## src/rtl/ex_muldiv_unit.sv

```systemverilog
// Iterative RV32M multiply/divide unit sitting beside the EX-stage ALU.
// Shift-add multiply and restoring divide, one bit per cycle, with sign fix-up on completion.
module ex_muldiv_unit #(
    parameter int unsigned XLEN = 32
) (
    input  logic            clk,
    input  logic            reset_n,
    input  logic            start,
    input  logic [2:0]      op,
    input  logic [XLEN-1:0] in_1,
    input  logic [XLEN-1:0] in_2,
    input  logic            flush,
    output logic            stall,
    output logic            busy,
    output logic            out_valid,
    output logic [XLEN-1:0] result
);
    localparam int unsigned CW = $clog2(XLEN);
    localparam int unsigned AW = 2 * XLEN;

    typedef enum logic [1:0] {IDLE, MUL_RUN, DIV_RUN, DONE} state_t;

    state_t          state_q, state_d;
    logic [1:0]      op_q, op_d;
    logic [CW-1:0]   cnt_q, cnt_d;
    logic [XLEN-1:0] a_q, a_d;
    logic [AW-1:0]   acc_q, acc_d;
    logic            neg_q, neg_d;
    logic            s1_q, s1_d;
    logic [XLEN-1:0] result_q, result_d;
    logic            out_valid_q, out_valid_d;
    logic            busy_q, busy_d;

    logic            idle_or_done, accept, last;
    logic            s1_en, s2_en, s1, s2;
    logic [XLEN-1:0] mag1, mag2;
    logic            div_zero, div_ovf;
    logic [XLEN:0]   mul_sum, div_trial;
    logic [AW-1:0]   mul_acc, div_acc, prod_fix;
    logic [XLEN-1:0] quo_fix, rem_fix;

    assign idle_or_done = (state_q == IDLE) || (state_q == DONE);
    assign accept       = start && !flush && idle_or_done;
    assign last         = (cnt_q == CW'(XLEN - 1));

    // Operand signedness by funct3: MULHSU signs rs1 only, unsigned ops sign neither.
    assign s1_en = (op == 3'b000) || (op == 3'b001) || (op == 3'b010) ||
                   (op == 3'b100) || (op == 3'b110);
    assign s2_en = (op == 3'b000) || (op == 3'b001) || (op == 3'b100) || (op == 3'b110);
    assign s1    = s1_en && in_1[XLEN-1];
    assign s2    = s2_en && in_2[XLEN-1];
    assign mag1  = s1 ? -in_1 : in_1;
    assign mag2  = s2 ? -in_2 : in_2;

    assign div_zero = (in_2 == '0);
    assign div_ovf  = !op[0] && (in_1 == {1'b1, {(XLEN-1){1'b0}}}) && (in_2 == '1);

    // Multiply: acc = {partial_hi, multiplier}; add multiplicand on LSB then shift right.
    assign mul_sum = {1'b0, acc_q[AW-1:XLEN]} + (acc_q[0] ? {1'b0, a_q} : '0);
    assign mul_acc = {mul_sum, acc_q[XLEN-1:1]};

    // Divide: acc = {remainder, dividend/quotient}; trial-subtract the shifted remainder.
    assign div_trial = acc_q[AW-1:XLEN-1] - {1'b0, a_q};
    assign div_acc   = div_trial[XLEN] ? {acc_q[AW-2:0], 1'b0}
                                       : {div_trial[XLEN-1:0], acc_q[XLEN-2:0], 1'b1};

    assign prod_fix = neg_q ? -mul_acc : mul_acc;
    assign quo_fix  = neg_q ? -div_acc[XLEN-1:0] : div_acc[XLEN-1:0];
    assign rem_fix  = s1_q ? -div_acc[AW-1:XLEN] : div_acc[AW-1:XLEN];

    always_comb begin
        state_d     = state_q;
        op_d        = op_q;
        cnt_d       = cnt_q;
        a_d         = a_q;
        acc_d       = acc_q;
        neg_d       = neg_q;
        s1_d        = s1_q;
        result_d    = result_q;
        out_valid_d = 1'b0;

        case (state_q)
            IDLE, DONE: begin
                state_d = IDLE;
                if (accept) begin
                    op_d  = op[1:0];
                    neg_d = s1 ^ s2;
                    s1_d  = s1;
                    cnt_d = '0;
                    if (!op[2]) begin
                        a_d     = mag1;
                        acc_d   = {{XLEN{1'b0}}, mag2};
                        state_d = MUL_RUN;
                    end else if (div_zero) begin
                        result_d    = op[1] ? in_1 : '1;
                        out_valid_d = 1'b1;
                        state_d     = DONE;
                    end else if (div_ovf) begin
                        result_d    = op[1] ? '0 : {1'b1, {(XLEN-1){1'b0}}};
                        out_valid_d = 1'b1;
                        state_d     = DONE;
                    end else begin
                        a_d     = mag2;
                        acc_d   = {{XLEN{1'b0}}, mag1};
                        state_d = DIV_RUN;
                    end
                end
            end
            MUL_RUN: begin
                acc_d = mul_acc;
                cnt_d = cnt_q + CW'(1);
                if (last) begin
                    result_d    = (op_q == 2'b00) ? prod_fix[XLEN-1:0] : prod_fix[AW-1:XLEN];
                    out_valid_d = 1'b1;
                    state_d     = DONE;
                end
            end
            DIV_RUN: begin
                acc_d = div_acc;
                cnt_d = cnt_q + CW'(1);
                if (last) begin
                    result_d    = op_q[1] ? rem_fix : quo_fix;
                    out_valid_d = 1'b1;
                    state_d     = DONE;
                end
            end
            default: state_d = IDLE;
        endcase

        // Flush kills any operation and leaves the last result untouched.
        if (flush) begin
            state_d     = IDLE;
            result_d    = result_q;
            out_valid_d = 1'b0;
        end

        busy_d = (state_d == MUL_RUN) || (state_d == DIV_RUN);
    end

    always_ff @(posedge clk or negedge reset_n) begin
        if (!reset_n) begin
            state_q     <= IDLE;
            op_q        <= '0;
            cnt_q       <= '0;
            a_q         <= '0;
            acc_q       <= '0;
            neg_q       <= 1'b0;
            s1_q        <= 1'b0;
            result_q    <= '0;
            out_valid_q <= 1'b0;
            busy_q      <= 1'b0;
        end else begin
            state_q     <= state_d;
            op_q        <= op_d;
            cnt_q       <= cnt_d;
            a_q         <= a_d;
            acc_q       <= acc_d;
            neg_q       <= neg_d;
            s1_q        <= s1_d;
            result_q    <= result_d;
            out_valid_q <= out_valid_d;
            busy_q      <= busy_d;
        end
    end

    // Stall while accepting or iterating; low in DONE so the pipeline captures result.
    assign stall     = (start && !flush && idle_or_done) ||
                       (state_q == MUL_RUN) || (state_q == DIV_RUN);
    assign busy      = busy_q;
    assign out_valid = out_valid_q;
    assign result    = result_q;
endmodule
```

## config.mk

```make
export PLATFORM = sky130hd
export DESIGN_NAME = ex_muldiv_unit
export DESIGN_NICKNAME = d
export VERILOG_FILES = /design/src/rtl/ex_muldiv_unit.sv
export SDC_FILE = /design/constraint.sdc
export NUM_CORES = 1
export LEC_CHECK = 0
export ABC_AREA = 0
export CAP_MARGIN = 20
export CORE_MARGIN = 2
export CORE_UTILIZATION = 25
export DETAILED_ROUTE_END_ITERATION = 7
export PLACE_DENSITY = 0.48
export SKIP_LAST_GASP = 1
export SLEW_MARGIN = 15
export SYNTH_ARGS = -nofsm -noshare
export SYNTH_HDL_FRONTEND = slang
export SYNTH_SLANG_ARGS = --single-unit
export TNS_END_PERCENT = 1
```

## constraint.sdc

```tcl
create_clock -name clk -period 6.9 [get_ports clk]
set_input_delay 1.035 -clock clk [delete_from_list [all_inputs] [get_ports clk]]
set_output_delay 1.035 -clock clk [all_outputs]
set_load 0.02 [all_outputs]
```

==> out/metrics.cfg <==
[grt]
grt_antenna_before_repair=3
grt_usage_pct=22.4
grt_pass1_vias=17500
grt_pass1_wl_mm=119
gr-total-overflow=0
grt_max_degree=100

[synth]
synthCells=2373
synth_largest_area_cell=dfrtp_1
syn_area_um2=16900
yosysSeqAreaShare_pct=20.9
synth-edff-count=0
synth-simple-area-share_pct=22.1
yosys_most_used_dff=dfrtp_1
synthAdderAreaFrac_pct=5.71
avgSynthCellArea_um2=7.12
synth.most_common_cell=nand2_1
ys_top_cells_by_area=dfrtp_1 (21%), o21ai_0 (7.4%), a21oi_1 (6.8%), xnor2_1 (6.5%), nand2_1 (6.2%)
synth_warnings=0
netlist.area_leader.share_pct=20.9
async_reset_ff_share_pct=100
yosys-mux-area-fraction_pct=2.52
synth_compound_area_share_pct=31.9
synth_top_family_by_area=compound AO/OA/AOI/OAI gates
syn_nets=2520
ys_ff_latch=141
synth_xor_area_share_pct=11.0
ys_top_cells_by_count=nand2_1 (277), o21ai_0 (249), a21oi_1 (230), nor2_1 (216), clkbuf_1 (161)
synth_cell_types=84

[detailed_routing]
first_pass_iters=5
viasPerCell=5.74
drtAntennaViolNets=0
routed_wl_mm=79.8
vias=18600
first_iter_violations=2074
drc=0
avgRoutedWirePerCell_um=24.7

[cells_and_area]
antenna_cells=0
regArea_um2=3530
fin_cells=3236
area_growth_syn_to_layout_pct=14.0
n_fill_cell=7440
layout-drive-gt1-share_pct=5.33
nets=2497
multi_input_area_um2=12400

[floorplan]
die_area_um2=69700
rows=95
die_x_um=264
die_h_um=264
ios=106
start_util_pct=25.2
placeableCoreArea_um2=67000

[placed_design]
place_congestion=0.941
dpl.hpwl_mm=62.3
placedCellCount=3204
dp_slack_ns=0.616
io_buffers=105

[setup_path]
crit_start=acc_q[31]
reg2reg_depth=23
crit_path_start_kind=flip-flop
cp.arrival_ns=6.30
crit_type=flip-flop to flip-flop
cp_data_required_time_ns=7.26
path_max_fanout=8
end_kind=flip-flop
r2r_slack_ns=0.96
r2r-end=result[22]
regToRegStartpoint=acc_q[31]

[clocking]
cts_buffers=17
cts_max_level=4
cts_buffer_depth=2
holdBufCountCts=0
cts_tree=done
cts_root_buf=clkbuf_16
clk_pin_slew_ns=0.07
postCtsSetupBuffers=0
clk_latency_ns=0.48
ctsResizeCount=0
cts.sinks=141

[worst_hold_path]
holdPathStages=2
holdPathEnd=result[11]
holdCritStartpoint=result[11]
hold_path.class=flip-flop to flip-flop

[sta]
fin_setup_tns_ns=0
final_max_slew_viol_count=0
max_slew_margin_pct=28.3
period_needed_ns=5.94
rsz0062_at_grt=false
worst_pin_slew_ns=1.06
fmax_mhz=168
finClkSkew_ns=0.0191
hold_viol=0
finalCritPeriodShare_pct=86.2
fin_ws_ns=0.955
setup_violations=0

[pwr]
leakage_nw=7.66
power_density_nw_per_um2=608
peakVddDrop_mv=0.291

[status]
status=completed

[job]
cap_violations=0

[stage by stage]
| stage | util [%] | hold slack, ns | cell area, µm² | total power, mW |
|---|---|---|---|---|
| after detailed placement | 27.8 | 0.466 | 18700 | 10.4 |
| after global routing | 28.7 | 0.498 | 19300 | 12.5 |
| after floorplan | - | 0.450 | 16900 | 7.47 |
| after global placement | 27.8 | 0.465 | 18700 | 10.4 |
| after CTS | 28.7 | 0.485 | 19300 | 11.5 |
| final | 28.7 | 0.479 | 19300 | 11.7 |
[worst max-delay path: stages (launching register included)]
cell	delay, ns
dfrtp_1	0.36
inv_1	0.07
ha_1	0.22
fa_1	0.41
nand2b_1	0.19
a211oi_2	0.45
o31ai_1	0.24
a2111oi_2	0.49
o21a_1	0.27
nor2_4	0.05
inv_1	0.23
nor2_1	0.07
a21oi_1	0.19
ha_1	0.26
inv_1	0.10
nor4_1	0.46
nand2_1	0.14
o41ai_1	0.35
buf_4	0.21
nand4_1	0.09
o21ai_0	0.26
xor2_1	0.32
a211oi_1	0.12
a211o_1	0.28
[worst max path at each step]
| stage | cells after the start | end | slack [ns] |
|---|---|---|---|
| 6_report | 23 | result[22] | 0.96 |
| 3_5_place_dp | 13 | acc_q[1] | 0.62 |
| 5_1_grt | 22 | result[10] | 0.24 |
| 2_1_floorplan | 26 | result[16] | 0.71 |
| 4_1_cts | 22 | result[10] | 1.03 |
| 3_3_place_gp | 13 | acc_q[1] | 0.66 |
[cells in the final DEF (no fill, tap or decap), types with 7 or more instances in the layout]
| cell | instances |
|---|---|
| o221ai_1 | 8 |
| buf_4 | 36 |
| o22ai_1 | 9 |
| clkbuf_16 | 17 |
| nand2_1 | 276 |
| nand4_1 | 21 |
| nand2b_1 | 20 |
| nor2_1 | 215 |
| o31ai_1 | 36 |
| a211oi_1 | 41 |
| nand3_1 | 45 |
| a21oi_1 | 229 |
| o21a_1 | 22 |
| nor4_1 | 25 |
| ha_1 | 72 |
| clkdlybuf4s50_1 | 103 |
| or3_1 | 27 |
| a221oi_1 | 59 |
| dfrtp_1 | 140 |
| or4_1 | 10 |
| mux2i_1 | 28 |
| and2_1 | 22 |
| a31oi_1 | 25 |
| a22oi_1 | 19 |
| mux2_2 | 13 |
| inv_1 | 77 |
| nor3_1 | 56 |
| o21bai_1 | 7 |
| xnor2_1 | 125 |
| o21ai_1 | 11 |
| xor2_1 | 87 |
| a21o_1 | 27 |
| o41ai_1 | 14 |
| or2_2 | 11 |
| and3_1 | 20 |
| o21ai_0 | 249 |
| o211ai_1 | 21 |
[cell families after synthesis]
logic type                 after synthesis
buffers and inverters                  261
xor gates and xnor gates               212
adders and majority gates               76
muxes                                   41
AOI/OAI and AO/OA                      853
and+or+nand+nor                        789
DFF                                    141
[state kept, by name (all words and copies together), names as in the netlist]
name and flops:
result 32, cnt_q 5, state_q 2, a_q 32, op_q 2, out_valid 1, acc_q 64, s1_q 1
busy 1, neg_q 1
[where the power goes]
| part | leakage (nW) | internal, mW | switching [mW] |
|---|---|---|---|
| clock network | 0.308 | 0.590 | 0.435 |
| registers | 1.77 | 1.20 | 0.644 |
| logic | 5.58 | 3.01 | 5.83 |
[per-layer routing]
| metal | vias to the layer above | track usage (%) | wire, µm |
|---|---|---|---|
| met4 | 2 | 4.85 | 1430 |
| met1 | 9087 | 32.1 | 37300 |
| met2 | 767 | 35.7 | 35900 |
| met3 | 74 | 3.04 | 5100 |
| li1 | 8645 | - | - |
| met5 | - | 0 | 13 |
[layout make-up]
type / count / area share [%]
clock buffers: 19 / 2.35
clock inverters: 13 / 0.844
inverters: 78 / 1.52
multi-input cells: 1971 / 64.4
flip-flops and latches: 141 / 18.3
well taps: 873 / 5.67
repair buffers: 141 / 6.91
(Power assumes the default switching activity.)
